--- config.mk ---
export PLATFORM = sky130hd
export DESIGN_NAME = eth_tx_arb
export DESIGN_NICKNAME = d
export VERILOG_FILES = /design/src/rtl/eth_tx_arb.sv
export SDC_FILE = /design/constraint.sdc
export NUM_CORES = 1
export LEC_CHECK = 0
export BUFFER_PORTS_ARGS = -buffer_cell sky130_fd_sc_hd__buf_2
export CAP_MARGIN = 20
export CORE_ASPECT_RATIO = 0.8
export CORE_MARGIN = 8
export CORE_UTILIZATION = 44
export DETAILED_ROUTE_END_ITERATION = 16
export PLACE_DENSITY_LB_ADDON = 0.25
export SLEW_MARGIN = 20
export SYNTH_ARGS = -nofsm -noshare
export SYNTH_HDL_FRONTEND = slang
export SYNTH_SLANG_ARGS = --single-unit
--- constraint.sdc ---
create_clock -name clk -period 6.8 [get_ports clk]
set_input_delay 1.36 -clock clk [delete_from_list [all_inputs] [get_ports clk]]
set_output_delay 1.36 -clock clk [all_outputs]
set_load 0.01 [all_outputs]
--- src/rtl/eth_tx_arb.sv ---
// N-channel GMII transmit arbiter: latches send requests, grants round-robin,
// muxes the granted generator onto the MAC byte interface with IFG and length limits.
module eth_tx_arb #(
  parameter int         N_CH          = 2,
  parameter int         IFG_CYCLES    = 12,
  parameter int         MAX_LEN       = 1526,
  parameter int         START_TIMEOUT = 64,
  parameter logic [7:0] CMD_BASE      = 8'd64
) (
  input  logic                  clk,
  input  logic                  rst,
  input  logic [7:0]            i_cmd_addr,
  input  logic [31:0]           i_cmd_data,
  input  logic                  i_cmd_wr,
  input  logic [N_CH-1:0]       i_req,
  output logic [N_CH-1:0]       o_start,
  input  logic [8*N_CH-1:0]     i_ch_data,
  input  logic [N_CH-1:0]       i_ch_en,
  output logic [7:0]            o_tx_data,
  output logic                  o_tx_en,
  output logic                  o_busy,
  output logic                  o_irq_tx,
  output logic [2:0]            o_last_ch,
  output logic [15:0]           o_last_len,
  output logic [15:0]           o_frame_cnt,
  output logic [2*N_CH-1:0]     o_err
);

  localparam int CH_W   = (N_CH > 1) ? $clog2(N_CH) : 1;
  localparam int WAIT_W = $clog2(START_TIMEOUT + 1);
  localparam int IFG_W  = $clog2(IFG_CYCLES + 1);

  localparam logic [WAIT_W-1:0] WAIT_LAST = WAIT_W'(START_TIMEOUT - 1);
  localparam logic [IFG_W-1:0]  IFG_LAST  = IFG_W'(IFG_CYCLES - 1);
  localparam logic [15:0]       LEN_MAX   = 16'(MAX_LEN);
  localparam logic [CH_W-1:0]   CH_LAST   = CH_W'(N_CH - 1);

  typedef enum logic [2:0] {
    S_IDLE,
    S_WAIT_EN,
    S_SEND,
    S_DRAIN,
    S_IFG
  } state_t;

  state_t              state;
  logic [N_CH-1:0]     pending;
  logic [N_CH-1:0]     mask;
  logic [CH_W-1:0]     rr;
  logic [CH_W-1:0]     cur;
  logic [WAIT_W-1:0]   wait_cnt;
  logic [15:0]         len_cnt;
  logic [IFG_W-1:0]    ifg_cnt;

  logic [7:0]          ch_bytes [N_CH];
  logic [N_CH-1:0]     eligible;
  logic                gnt_ok;
  logic [CH_W-1:0]     gnt;
  logic                hi_ok;
  logic                lo_ok;
  logic [CH_W-1:0]     hi_idx;
  logic [CH_W-1:0]     lo_idx;
  logic [N_CH-1:0]     gnt_oh;
  logic [N_CH-1:0]     cur_oh;
  logic                grant_fire;
  logic [N_CH-1:0]     grant_clr;
  logic                cur_en;
  logic                pass;
  logic                timeout;
  logic                trunc;
  logic                wr_pend;
  logic                wr_mask;
  logic                wr_clr;
  logic [N_CH-1:0]     sw_set;
  logic [2*N_CH-1:0]   err_clr;
  logic [2*N_CH-1:0]   err_set;
  logic                unused_cmd;

  for (genvar k = 0; k < N_CH; k++) begin : g_bytes
    assign ch_bytes[k] = i_ch_data[8*k +: 8];
  end

  assign wr_pend = i_cmd_wr && (i_cmd_addr == CMD_BASE);
  assign wr_mask = i_cmd_wr && (i_cmd_addr == CMD_BASE + 8'd4);
  assign wr_clr  = i_cmd_wr && (i_cmd_addr == CMD_BASE + 8'd8);
  assign sw_set  = wr_pend ? i_cmd_data[N_CH-1:0] : '0;
  assign err_clr = wr_clr ? i_cmd_data[2*N_CH-1:0] : '0;
  assign unused_cmd = ^i_cmd_data[31:2*N_CH];

  assign eligible = pending & mask;

  // Round-robin: lowest eligible index at or above rr wins, else lowest overall.
  // NOTE: every variable gets a default before the loop so no latch is inferred.
  always_comb begin
    hi_ok  = 1'b0;
    lo_ok  = 1'b0;
    hi_idx = '0;
    lo_idx = '0;
    for (int k = N_CH - 1; k >= 0; k--) begin
      if (eligible[k]) begin
        lo_ok  = 1'b1;
        lo_idx = CH_W'(k);
        if (CH_W'(k) >= rr) begin
          hi_ok  = 1'b1;
          hi_idx = CH_W'(k);
        end
      end
    end
    gnt_ok = lo_ok;
    gnt    = hi_ok ? hi_idx : lo_idx;
  end

  assign gnt_oh     = N_CH'(1) << gnt;
  assign cur_oh     = N_CH'(1) << cur;
  assign grant_fire = (state == S_IDLE) && gnt_ok;
  assign grant_clr  = grant_fire ? gnt_oh : '0;
  assign cur_en     = i_ch_en[cur];

  assign timeout = (state == S_WAIT_EN) && !cur_en && (wait_cnt == WAIT_LAST);
  assign trunc   = (state == S_SEND) && cur_en && (len_cnt == LEN_MAX);
  assign err_set = {cur_oh & {N_CH{trunc}}, cur_oh & {N_CH{timeout}}};

  // Zero-latency pass-through; the first enabled byte arrives while still in WAIT_EN.
  assign pass      = cur_en && ((state == S_WAIT_EN) ||
                                ((state == S_SEND) && (len_cnt != LEN_MAX)));
  assign o_tx_en   = pass;
  assign o_tx_data = pass ? ch_bytes[cur] : 8'h00;
  assign o_busy    = (state != S_IDLE);

  // NOTE: all state below uses non-blocking assignments so every read sees the pre-edge value.
  always_ff @(posedge clk or posedge rst) begin
    if (rst) begin
      state       <= S_IDLE;
      pending     <= '0;
      mask        <= '1;
      rr          <= '0;
      cur         <= '0;
      wait_cnt    <= '0;
      len_cnt     <= '0;
      ifg_cnt     <= '0;
      o_start     <= '0;
      o_irq_tx    <= 1'b0;
      o_last_ch   <= '0;
      o_last_len  <= '0;
      o_frame_cnt <= '0;
      o_err       <= '0;
    end else begin
      o_start  <= '0;
      o_irq_tx <= 1'b0;
      pending  <= (pending & ~grant_clr) | i_req | sw_set;
      o_err    <= (o_err & ~err_clr) | err_set;
      if (wr_mask) mask <= i_cmd_data[N_CH-1:0];

      case (state)
        S_IDLE: begin
          if (gnt_ok) begin
            cur      <= gnt;
            rr       <= (gnt == CH_LAST) ? '0 : gnt + 1'b1;
            o_start  <= gnt_oh;
            wait_cnt <= '0;
            state    <= S_WAIT_EN;
          end
        end
        S_WAIT_EN: begin
          if (cur_en) begin
            len_cnt <= 16'd1;
            state   <= S_SEND;
          end else if (timeout) begin
            ifg_cnt <= '0;
            state   <= S_IFG;
          end else begin
            wait_cnt <= wait_cnt + 1'b1;
          end
        end
        S_SEND: begin
          if (!cur_en) begin
            o_last_len  <= len_cnt;
            o_last_ch   <= 3'(cur);
            o_irq_tx    <= 1'b1;
            o_frame_cnt <= o_frame_cnt + 16'd1;
            ifg_cnt     <= '0;
            state       <= S_IFG;
          end else if (trunc) begin
            o_last_len  <= LEN_MAX;
            o_last_ch   <= 3'(cur);
            o_irq_tx    <= 1'b1;
            o_frame_cnt <= o_frame_cnt + 16'd1;
            state       <= S_DRAIN;
          end else begin
            len_cnt <= len_cnt + 16'd1;
          end
        end
        S_DRAIN: begin
          if (!cur_en) begin
            ifg_cnt <= '0;
            state   <= S_IFG;
          end
        end
        S_IFG: begin
          if (ifg_cnt == IFG_LAST) state <= S_IDLE;
          else                     ifg_cnt <= ifg_cnt + 1'b1;
        end
        default: state <= S_IDLE;
      endcase
    end
  end

endmodule

==> reports/results.ini <==
[yosys]
synthAdderAreaFrac=0.0169
ys_seq_area_frac=0.516
synthFlopType=dfrtp_1
synth_cell_types=46
async_flop_share=1.00
synth.area.mux_share=0.0542
synth_top_family_by_area=simple AND/OR/NAND/NOR gates
synth-edff-count=0
synth_simple_gate_area_frac=0.215
synth_cells=370
synth_seq_cells=76
synth_compound_area_frac=0.0949
avgSynthCellArea_um2=9.98
synth.cell_area_mm2=0.00369
synth_xor_area_frac=0.0735
yosysWarnings=0

[die]
fp-row-count=30
die_w_um=118
io_pins=115
start_util=0.443
core_area_mm2=0.00833
die_h_um=97.9
dieArea_mm2=0.0116

[placement]
dp_hpwl_um=5990
io_buffers=84
gp_congestion=0.785
dp_slack_ps=1840

[pwr]
intPower_mw=0.897
clock_power_share=0.254
combPwrFrac=0.301
power.leakage_nw=2.11
powerDensity_mw_per_mm2=319
pwr-share-seq=0.445
ir_drop_v=0.000168
power_mw=1.40
p_sw_mw=0.504
sw_frac_of_total=0.360

[layout]
nFillCells=785
layout_common_cells=buf_2, dfrtp_1, nor2_1
final_common_cell=buf_2
seq_area_mm2=0.00190
area_growth_pct=19.1
drive_above_1_share=0.268
finalNetCount=519
antenna-diode-count=0
final_util=0.528
multiInputGateArea_mm2=0.00168

[setup_path]
cp-start-kind=primary input
crit_arrival_ps=3550
cp_slowest_cell=a21oi_1
reg2reg_to=len_cnt[0]
reg2reg_depth=4
startpoint=i_ch_en[1]
ff2ff_setup_slack_ps=3810
crit_fanout=15
crit_type=in -> out
critPathCaptureType=output port
critPathCapture=o_tx_data[2]
r2r_start=cur
cp_data_required_time_ps=5440
cp_slowest_stage_delay_ps=780
path_cells=buf_2, mux2i_1, nor2_1, a21oi_1, nor2_1, buf_2

[clocking]
clock-root-buffer=clkbuf_8
holdBufCountCts=0
cts.clk_slew.worst_paths_ps=80
cts_resized=0
cts_max_path_buffers=2
htree_levels=3
cts_tree=yes
clk_latency_ps=360
cts.sinks=76
postCtsSetupRepairBufs=0
numCtsBuffers=9

[detailed_routing]
drtIter0Drc=132
wl_per_cell_um=14.3
antenna_left=0
firstDrtPassIters=4
vias=2936
drc_errors=0
routed_wl_um=8130
viasPerCell=5.17

[timing]
holdWs_ps=468
rsz0062_at_grt=false
finalClockSkew_ps=10.4
drv_slew=0
setup_violations=0
fin_ws_ps=1890
fmax_ghz=0.204
tightest_slew_ps=985
hold_viol=0
finalSetupTns_ps=0
max_slew_margin=0.341
final.min_clock_period_ps=4910
period_share=0.723

[global_routing]
grt_max_degree=77
grt_pass1_vias=2990
overflow=0
antenna_found_initial=0
gr-usage-all-layers=0.147
grt_first_pass_wirelength_um=14200

[outcome]
outcome=finished, final reports clean

[min_path]
hold_path_class=reg -> reg

[run]
maxCapViolCount=0

## Yosys cell counts (8+ instances only)
| cell | n | area (µm²) |
|---|---|---|
| dfrtp_1 | 74 | 1850 |
| nor2_1 | 54 | 203 |
| nand2_1 | 49 | 184 |
| nand3_1 | 22 | 110 |
| xnor2_1 | 16 | 140 |
| a21oi_1 | 15 | 75.1 |
| xor2_1 | 15 | 131 |
| o21ai_0 | 13 | 65.1 |
| mux2i_1 | 11 | 110 |
| clkbuf_1 | 10 | 37.5 |
| inv_1 | 8 | 30.0 |
| mux2_2 | 8 | 90.1 |
## per-stage QoR
| step | std cells | instance area (µm²) |
|---|---|---|
| floorplan | 371 | 3700 |
| CTS | 568 | 4400 |
| global route | 568 | 4400 |
| detailed placement | 552 | 4190 |
| finish | 568 | 4400 |
| global placement | 552 | 4190 |
## power by group through the flow
stage,logic (mW),registers (mW),clock network (mW)
6_report,0.421,0.623,0.357
5_1_grt,0.480,0.642,0.385
4_1_cts,0.429,0.625,0.366
3_5_place_dp,0.429,0.633,0
3_3_place_gp,0.421,0.628,0
2_1_floorplan,0.303,0.614,0
## routing by layer
| layer | global-route usage | vias up | share of wire |
|---|---|---|---|
| met5 | 0 | - | 0 |
| met2 | 0.218 | 72 | 0.45 |
| li1 | - | 1441 | - |
| met1 | 0.196 | 1413 | 0.48 |
| met3 | 0.0502 | 10 | 0.061 |
| met4 | 0.0543 | 0 | 0.013 |
## worst min path at each step
stage | start | end | slack [ps] | cells after the start
finish | o_frame_cnt[15] | o_frame_cnt[15] | 470 | 1
global route | o_frame_cnt[15] | o_frame_cnt[15] | 490 | 1
CTS | o_frame_cnt[15] | o_frame_cnt[15] | 470 | 1
detailed placement | o_frame_cnt[15] | o_frame_cnt[15] | 460 | 1
global placement | o_frame_cnt[15] | o_frame_cnt[15] | 460 | 1
floorplan | rr | rr | 460 | 2
## cell families after synthesis
kind of cell             after synthesis
XOR/XNOR                              31
other                                  1
AND/OR/NAND/NOR                      166
buffers and inverters                 24
adder cells (fa/ha/maj)                5
multiplexers                          19
flip-flops                            76
AO/OA/AOI/OAI                         48
## sequential cells by signal, summed over array words and instances, names as in the netlist
name / flops
wait_cnt: 7
pending: 2
len_cnt: 16
ifg_cnt: 4
o_frame_cnt: 16
state: 3
o_err: 4
o_start: 2
o_irq_tx: 1
rr: 1
cur: 1
o_last_len: 16
mask: 2
o_last_ch: 1
## area by class of cell
cell class,instances,area share
Timing Repair Buffer,85,0.0973
Multi-Input combinational cell,271,0.383
Clock inverter,6,0.0165
Tap cell,112,0.0319
Clock buffer,10,0.0313
Sequential cell,76,0.433
Inverter,8,0.00683
## critical path: cells and delay by family
family          cells  cell delay (ps)
mux                 1              570
buf+inv             2              300
compound gates      1              780
simple gates        2              540
Note: power is estimated with default switching activity, not from simulation.
